File: src/rtl/piso_tx_pkg.sv
// Shared definitions for the serial transmit/receive pair: default word width,
// FSM state encoding and the width helper used to size the bit counter.
package piso_tx_pkg;

  localparam int WIDE_DEF = 4;

  typedef enum logic {
    IDLE  = 1'b0,
    SHIFT = 1'b1
  } state_t;

  function automatic int clog2(input int value);
    int r;
    int v;
    r = 0;
    v = value - 1;
    while (v > 0) begin
      r = r + 1;
      v = v >> 1;
    end
    return r;
  endfunction

endpackage

File: src/rtl/piso_tx.sv
// Parallel-in serial-out transmitter: loads a WIDE-bit word over a valid/ready
// handshake and shifts it out one bit per sh-enabled clock, MSB or LSB first.
module piso_tx
  import piso_tx_pkg::*;
#(
  parameter int WIDE      = WIDE_DEF,
  parameter bit LSB_FIRST = 1'b0
) (
  input  logic            clk,
  input  logic            reset,
  input  logic [WIDE-1:0] go,
  input  logic            load_valid,
  output logic            load_ready,
  input  logic            sh,
  output logic            sout,
  output logic            sout_valid,
  output logic            frame_start,
  output logic            busy
);

  localparam int CNT_W = clog2(WIDE);

  state_t            r_state;
  state_t            w_state_nxt;
  logic [WIDE-1:0]   r_shreg;
  logic [WIDE-1:0]   w_shreg_nxt;
  logic [CNT_W-1:0]  r_cnt;
  logic [CNT_W-1:0]  w_cnt_nxt;
  logic              w_shift;
  logic              w_last;
  logic              w_load;
  logic              w_out_bit;
  logic [WIDE-1:0]   w_shifted;

  assign w_shift    = (r_state == SHIFT) && sh;
  assign w_last     = (r_cnt == CNT_W'(WIDE - 1));
  assign load_ready = (r_state == IDLE) || (w_shift && w_last);
  assign w_load     = load_valid && load_ready;

  // Move one place toward whichever end drives sout, zero-filling behind.
  assign w_shifted  = LSB_FIRST ? {1'b0, r_shreg[WIDE-1:1]}
                                : {r_shreg[WIDE-2:0], 1'b0};
  assign w_out_bit  = LSB_FIRST ? r_shreg[0] : r_shreg[WIDE-1];

  always_ff @(posedge clk) begin
    if (reset) begin
      r_state <= IDLE;
      r_shreg <= '0;
      r_cnt   <= '0;
    end else begin
      r_state <= w_state_nxt;
      r_shreg <= w_shreg_nxt;
      r_cnt   <= w_cnt_nxt;
    end
  end

  always_comb begin
    w_state_nxt = r_state;
    w_shreg_nxt = r_shreg;
    w_cnt_nxt   = r_cnt;
    if (w_load) begin
      w_state_nxt = SHIFT;
      w_shreg_nxt = go;
      w_cnt_nxt   = '0;
    end else if (w_shift) begin
      w_shreg_nxt = w_shifted;
      if (w_last) begin
        w_state_nxt = IDLE;
        w_cnt_nxt   = '0;
      end else begin
        w_cnt_nxt   = r_cnt + CNT_W'(1);
      end
    end
  end

  always_comb begin
    sout        = 1'b0;
    sout_valid  = 1'b0;
    frame_start = 1'b0;
    busy        = 1'b0;
    if (r_state == SHIFT) begin
      sout        = w_out_bit;
      sout_valid  = sh;
      frame_start = sh && (r_cnt == '0);
      busy        = 1'b1;
    end
  end

endmodule

File: config.mk
export PLATFORM = sky130hd
export DESIGN_NAME = piso_tx
export DESIGN_NICKNAME = d
export VERILOG_FILES = /design/src/rtl/piso_tx_pkg.sv /design/src/rtl/piso_tx.sv
export SDC_FILE = /design/constraint.sdc
export NUM_CORES = 1
export LEC_CHECK = 0
export CAP_MARGIN = 20
export CELL_PAD_IN_SITES_DETAIL_PLACEMENT = 1
export CELL_PAD_IN_SITES_GLOBAL_PLACEMENT = 1
export CORE_AREA = 2 2 39 41
export CTS_BUF_LIST = sky130_fd_sc_hd__clkbuf_8
export DETAILED_ROUTE_END_ITERATION = 7
export DIE_AREA = 0 0 41 43
export DONT_BUFFER_PORTS = 1
export PLACE_DENSITY = 0.72
export SYNTH_ARGS = -nofsm -noshare
export SYNTH_HDL_FRONTEND = slang
export SYNTH_SLANG_ARGS = --single-unit
export TNS_END_PERCENT = 20
File: constraint.sdc
create_clock -name clk -period 1.5 [get_ports clk]
set_clock_uncertainty 0.2 [all_clocks]
set_input_delay 0.15 -clock clk [delete_from_list [all_inputs] [get_ports clk]]
set_output_delay 0.15 -clock clk [all_outputs]
set_load 0.05 [all_outputs]
==> results of run 1 <==
## synth_stat cells
library cell,number
sky130_fd_sc_hd__a21bo_1,1
sky130_fd_sc_hd__a221oi_2,4
sky130_fd_sc_hd__nand2_1,2
sky130_fd_sc_hd__and2_2,1
sky130_fd_sc_hd__and3_2,4
sky130_fd_sc_hd__mux2i_1,2
sky130_fd_sc_hd__dfxtp_1,7
sky130_fd_sc_hd__buf_4,2
sky130_fd_sc_hd__a311oi_1,3
sky130_fd_sc_hd__buf_6,2
sky130_fd_sc_hd__nand3_1,1
sky130_fd_sc_hd__inv_1,7
sky130_fd_sc_hd__nor2_1,2
sky130_fd_sc_hd__o221a_1,1
sky130_fd_sc_hd__ha_1,2
sky130_fd_sc_hd__nand2_2,1
sky130_fd_sc_hd__a211oi_1,1
sky130_fd_sc_hd__a21oi_1,1
sky130_fd_sc_hd__nand4_1,1
## path summary, 6_finish.rpt
path,endpoint,slack [ns],start,cells past startpoint
setup / recovery,frame_start,0.009,r_cnt[0],4
setup reg to reg,r_shreg[1],0.06,r_cnt[0],4
hold reg to reg,r_shreg[3],0.41,r_shreg[3],2
hold / removal,r_cnt[1],0.005,sh,3
## through the flow
step / cells / util [%]
3_3_place_gp: 64 / 35.44
2_1_floorplan: 45 / -
4_1_cts: 76 / 45.66
3_5_place_dp: 64 / 35.44
6_report: 76 / 46.02
5_1_grt: 76 / 46.02
## power groups by stage
| stage | clock, mW | combinational [mW] | sequential, mW |
|---|---|---|---|
| final | 0.263 | 0.132 | 0.206 |
| after global routing | 0.270 | 0.142 | 0.207 |
| after CTS | 0.266 | 0.130 | 0.206 |
| after detailed placement | 0 | 0.0986 | 0.209 |
| after global placement | 0 | 0.0965 | 0.208 |
| after floorplan | 0 | 0.0870 | 0.214 |
## sequential cells by signal, summed over array words and instances, names as in the netlist
register / count
r_shreg: 4
r_cnt: 2
r_state: 1
## metal layers
metal / global-route usage [%] / part of all wire [%] / up-vias
met2: 26.56 / 51 / 11
li1: - / - / 193
met5: 0 / 0 / -
met4: 10.00 / 1.9 / 0
met3: 4.188 / 5.2 / 2
met1: 22.73 / 42 / 198
## kinds of logic (layout without fill, tap and decap cells)
family          count (synthesis)  count (layout)  share of synthesized area, %
compound gates                 11              11                         27.35
mux                             2               2                         4.559
simple gates                   12              12                         15.96
buf+inv                        11              26                         14.53
flops                           7               7                         31.91
fa+ha+maj                       2               2                         5.697
## critical path, cell delays in order (launching register included)
cell and delay, ns:
sky130_fd_sc_hd__dfxtp_2 0.32, sky130_fd_sc_hd__buf_4 0.13, sky130_fd_sc_hd__inv_1 0.05, sky130_fd_sc_hd__ha_1 0.14, sky130_fd_sc_hd__and3_4 0.28
## timing repair
action | in CTS | in global routing
resized for setup | 7 | 1
setup endpoints to repair | 4 | 3
pin swaps | 2 | 0
hold buffers | 6 | 0
endpoints found under the hold margin | 7 | 0
setup buffers | 2 | 0
## cell type report
cell class                 instances  area (sq um)  area share [%]
sequential                         7         145.1           22.79
multi-input combinational         27         252.7           39.69
clock buffer                       3         41.29           6.483
clock inverter                     1         3.754          0.5894
tap                               16         20.02           3.143
timing repair buffer              15         147.6           23.18
inverter                           7         26.28           4.126
==> insert_results.sql, run 1 <==
INSERT INTO impl_metrics (metric_group, metric, value, unit) VALUES
('flow_run', 'maxCapViolCount', '0', ''),
('sta', 'slew_violations', '0', ''),
('die', 'floorplan.die.height', '43', 'um'),
('clock_network', 'numClockSinks', '7', ''),
('die', 'initial_core_utilization', '31.74', '%'),
('cells_and_area', 'layout_commonest_cell', 'sky130_fd_sc_hd__inv_1', ''),
('sta', 'fin_hold_ws', '0.004527', 'ns'),
('power_and_ir_drop', 'peakVddDrop', '735.2', 'uV'),
('critical_path', 'startpoint_class_of_the_critical_path', 'flop', ''),
('place', 'detailedPlacementHpwl', '753', 'um'),
('drt', 'postRouteAntennaNets', '0', ''),
('die', 'dieWidth', '41', 'um'),
('sta', 'worstMarginPinSlew', '0.3329', 'ns'),
('synthesis', 'avgSynthCellArea', '9.759', 'sq um'),
('die', 'design.core.area', '1384', 'sq um'),
('outcome', 'outcome', 'completed', ''),
('synthesis', 'synth.yosys.seq_area_share', '31.91', '%'),
('global_route', 'grt_max_degree', '11', ''),
('sta', 'sum_of_negative_setup_slack', '0', 'ns'),
('power_and_ir_drop', 'power_density', '943.5', 'nW/um^2'),
('power_and_ir_drop', 'p_seq_share', '34.3', '%'),
('critical_path', 'cp.arrival', '1.14', 'ns'),
('cells_and_area', 'fin_nets', '71', ''),
('clock_network', 'clkLatencyLatePin', '0.23', 'ns'),
('sta', 'worst_slack', '0.009372', 'ns'),
('global_route', 'grt_util_all_layers', '17.93', '%'),
('place', 'placement.io_buffers', '0', ''),
('critical_path', 'worst-endpoint-required', '1.15', 'ns'),
('drt', 'firstDrtPassIters', '4', ''),
('place', 'placed_area', '490.5', 'sq um'),
('global_route', 'initial_antenna_violation_count', '0', ''),
('clock_network', 'htreeDepth', '1', ''),
('global_route', 'grt_remaining_overflow', '0', ''),
('die', 'placement_rows', '14', ''),
('cells_and_area', 'layout.cell_area.non_filler', '636.9', 'sq um'),
('drt', 'dr_total_vias', '404', ''),
('synthesis', 'syn_nets', '55', ''),
('power_and_ir_drop', 'swShare', '27.35', '%'),
('sta', 'setup_viol', '0', ''),
('clock_network', 'cts-buffers-inserted', '3', ''),
('synthesis', 'yosys_register_bits', '7', ''),
('sta', 'layout_min_cycle_time', '1.491', 'ns'),
('place', 'finalWeightedCongestion', '0.6792', ''),
('power_and_ir_drop', 'combinationalPowerShare', '22.0', '%'),
('power_and_ir_drop', 'leakage', '0.2819', 'nW'),
('drt', 'drt_iter0_drc', '5', ''),
('critical_path', 'crit_path_end_kind', 'output pin', ''),
('worst_hold_path', 'min-delay-path-class', 'in2reg', ''),
('synthesis', 'synthTopCellsByArea', 'sky130_fd_sc_hd__dfxtp_1, sky130_fd_sc_hd__a221oi_2, sky130_fd_sc_hd__and3_2', ''),
('synthesis', 'ys_types', '19', ''),
('synthesis', 'post-synth-top-area-fraction', '31.91', '%'),
('cells_and_area', 'final_layout_size_suffix_gt1_share', '43.33', '%'),
('place', 'post_place_worst_slack', '-0.04791', 'ns'),
('power_and_ir_drop', 'design_power_total', '0.6009', 'mW'),
('cells_and_area', 'num_antenna_cells', '0', ''),
('power_and_ir_drop', 'pwr-share-clk', '43.7', '%'),
('critical_path', 'crit_type', 'reg2out', ''),
('sta', 'final_hold_vios', '0', ''),
('sta', 'max_freq', '0.6709', 'GHz'),
('drt', 'wl_per_cell', '15.86', 'um'),
('synthesis', 'post-synth-top-area-cell', 'sky130_fd_sc_hd__dfxtp_1', ''),
('die', 'die_area', '1763', 'sq um'),
('die', 'floorplan.io_pins', '13', ''),
('clock_network', 'cts_tree', 'yes', ''),
('cells_and_area', 'commonest_cells_after_routing_fill_and_taps_aside', 'sky130_fd_sc_hd__inv_1, sky130_fd_sc_hd__buf_4, sky130_fd_sc_hd__dlygate4sd3_1', ''),
('global_route', 'vias_in_the_first_global_route', '438', ''),
('synthesis', 'synth-warning-count', '0', ''),
('sta', 'setup_repair_after_global_routing_missed_its_margin', 'true', ''),
('critical_path', 'timing.critical_path.fanout_max', '3', ''),
('synthesis', 'netlist_area', '439.2', 'sq um'),
('power_and_ir_drop', 'total_switching_power', '0.1643', 'mW');
(Power assumes the default switching activity.)
==> run 2, diff against run 1 <==
--- a/config.mk
+++ b/config.mk
@@ -13,7 +13,9 @@
 export DETAILED_ROUTE_END_ITERATION = 7
 export DIE_AREA = 0 0 41 43
 export DONT_BUFFER_PORTS = 1
+export MAX_ROUTING_LAYER = met4
 export PLACE_DENSITY = 0.72
+export RECOVER_POWER = 25
 export SYNTH_ARGS = -nofsm -noshare
 export SYNTH_HDL_FRONTEND = slang
 export SYNTH_SLANG_ARGS = --single-unit
==> insert_results.sql, run 2 (synthesized netlist as in run 1, its figures left out) <==
INSERT INTO impl_metrics (metric_group, metric, value, unit) VALUES
('sta', 'relSlewSlack', '78.01', '%'),
('outcome', 'failed_checks', 'hold timing', ''),
('global_route', 'met2_usage', '26.88', '%'),
('global_route', 'grt_pass1_wl', '2063', 'um'),
('drt', 'wl_per_cell', '15.93', 'um'),
('sta', 'layout_min_cycle_time', '1.490', 'ns'),
('cells_and_area', 'max_flop_register', 'r_shreg', ''),
('critical_path', 'startpoint_class_of_the_critical_path', 'flop', ''),
('cells_and_area', 'fin_nets', '71', ''),
('global_route', 'grt_remaining_overflow', '0', ''),
('clock_network', 'cts_tree', 'yes', ''),
('global_route', 'layer_with_the_highest_usage_after_global_routing', 'met2', ''),
('clock_network', 'clk_pin_slew', '0.04', 'ns'),
('sta', 'final_hold_vios', '1', ''),
('worst_hold_path', 'min-delay-path-class', 'in2reg', ''),
('global_route', 'initial_antenna_violation_count', '0', ''),
('critical_path', 'cp.arrival', '1.14', 'ns'),
('sta', 'worst_slack', '0.01040', 'ns'),
('sta', 'setup_repair_after_global_routing_missed_its_margin', 'true', ''),
('place', 'detailedPlacementHpwl', '753', 'um'),
('cells_and_area', 'finalNonFillerCells', '76', ''),
('power_and_ir_drop', 'peakVddDrop', '734.9', 'uV'),
('die', 'placement_rows', '14', ''),
('cells_and_area', 'area_delta_synth_final', '44.44', '%'),
('clock_network', 'cts.path.max_buffers', '2', ''),
('sta', 'max_freq', '0.6713', 'GHz'),
('cells_and_area', 'largest_register_ff_count', '4', ''),
('drt', 'post_drt_via_cell_ratio', '5.289', ''),
('die', 'design.core.area', '1384', 'sq um'),
('drt', 'dr_total_vias', '402', ''),
('cells_and_area', 'utilization', '45.84', '%'),
('die', 'floorplan.die.height', '43', 'um'),
('cells_and_area', 'commonest_cells_after_routing_fill_and_taps_aside', 'sky130_fd_sc_hd__inv_1, sky130_fd_sc_hd__dlygate4sd3_1, sky130_fd_sc_hd__buf_4', ''),
('sta', 'fin_hold_ws', '-0.0004027', 'ns'),
('drt', 'postRouteAntennaNets', '0', ''),
('clock_network', 'clkLatencyLatePin', '0.23', 'ns'),
('flow_run', 'maxCapViolCount', '0', ''),
('power_and_ir_drop', 'power_density', '943.3', 'nW/um^2'),
('critical_path', 'worst-endpoint-required', '1.15', 'ns'),
('place', 'finalWeightedCongestion', '0.6861', ''),
('place', 'placed_area', '490.5', 'sq um'),
('sta', 'worstMarginPinSlew', '0.3288', 'ns'),
('cells_and_area', 'registers_with_the_highest_flip_flop_counts', 'r_shreg x4, r_cnt x2, r_state x1', ''),
('drt', 'remaining_drc_errors', '0', ''),
('sta', 'sum_of_negative_setup_slack', '0', 'ns'),
('die', 'dieWidth', '41', 'um'),
('drt', 'firstDrtPassIters', '4', ''),
('clock_network', 'cts-buffers-inserted', '3', ''),
('sta', 'slew_violations', '0', ''),
('global_route', 'grt_util_all_layers', '18.37', '%'),
('cells_and_area', 'layout.cell_area.non_filler', '634.4', 'sq um'),
('global_route', 'gr-usage-met1', '22.40', '%'),
('place', 'placement.io_buffers', '0', ''),
('cells_and_area', 'num_antenna_cells', '0', ''),
('clock_network', 'cts_root_buffer', 'sky130_fd_sc_hd__clkbuf_8', ''),
('die', 'initial_core_utilization', '31.74', '%'),
('die', 'floorplan.io_pins', '13', ''),
('critical_path', 'crit_path_end_kind', 'output pin', ''),
('power_and_ir_drop', 'leakage', '0.2812', 'nW'),
('cells_and_area', 'final_layout_size_suffix_gt1_share', '43.33', '%'),
('global_route', 'global_route.usage.met3', '4.188', '%'),
('outcome', 'outcome', 'complete, but fails checks', ''),
('critical_path', 'crit_type', 'reg2out', ''),
('drt', 'wl', '1211', 'um'),
('global_route', 'grt_max_degree', '11', ''),
('sta', 'period_share', '99.31', '%'),
('clock_network', 'numClockSinks', '7', ''),
('die', 'die_area', '1763', 'sq um'),
('clock_network', 'htreeDepth', '1', ''),
('sta', 'setup_viol', '0', ''),
('critical_path', 'timing.critical_path.fanout_max', '3', ''),
('place', 'post_place_worst_slack', '-0.04791', 'ns'),
('cells_and_area', 'fillerInstances', '167', ''),
('drt', 'drt_iter0_drc', '4', ''),
('place', 'numPlacedInstances', '64', ''),
('global_route', 'vias_in_the_first_global_route', '436', ''),
('cells_and_area', 'layout_commonest_cell', 'sky130_fd_sc_hd__inv_1', '');
==> run 2: layer usage <==
| metal | part of all wire, % | routed length (um) |
|---|---|---|
| met1 | 41 | 492 |
| met2 | 52 | 632 |
| met3 | 5.1 | 62 |
| met4 | 1.9 | 23 |
| met5 | 0 | 0 |
==> run 2: what timing repair did <==
action	CTS	global route
hold buffers	6	0
setup endpoints to repair	4	3
resized for setup	7	1
buffers inserted	2	0
hold endpoints to repair	7	0
pin swaps	2	0
==> run 2: stage by stage <==
step	total power, mW	hold WS [ns]
floorplan	0.3012	0.009357
global placement	0.3042	0.01451
detailed placement	0.3072	0.01610
CTS	0.6022	0.02032
global route	0.6180	0.02436
finish	0.5984	-0.0004027
==> run 2: final cells by class <==
| class | instances | area [sq um] | area share (%) |
|---|---|---|---|
| clock inverters | 1 | 3.754 | 0.5917 |
| multi-input cells | 27 | 252.7 | 39.84 |
| clock buffers | 3 | 41.29 | 6.509 |
| flip-flops and latches | 7 | 145.1 | 22.88 |
| well taps | 16 | 20.02 | 3.156 |
| repair buffers | 15 | 145.1 | 22.88 |
| inverters | 7 | 26.28 | 4.142 |
==> run 2: worst paths after layout <==
check | start | end | slack, ns | depth (start not counted)
setup / recovery | r_cnt[0] | frame_start | 0.01 | 4
hold / removal | sh | r_cnt[1] | -0.0004 | 3
setup reg to reg | r_cnt[0] | r_shreg[1] | 0.06 | 4
hold reg to reg | r_shreg[3] | r_shreg[3] | 0.41 | 2
==> run 2: critical path, cell delays in order, from the launching register on <==
cell                      delay (ns)
sky130_fd_sc_hd__dfxtp_2        0.32
sky130_fd_sc_hd__buf_4          0.13
sky130_fd_sc_hd__inv_1          0.05
sky130_fd_sc_hd__ha_1           0.14
sky130_fd_sc_hd__and3_4         0.28
==> run 2: power breakdown <==
| part | switching [mW] | leakage (nW) | internal [mW] |
|---|---|---|---|
| Combinational | 0.0712 | 0.196 | 0.0598 |
| Sequential | 0.00749 | 0.0586 | 0.198 |
| Clock | 0.0844 | 0.0269 | 0.177 |
| Total | 0.163 | 0.281 | 0.435 |
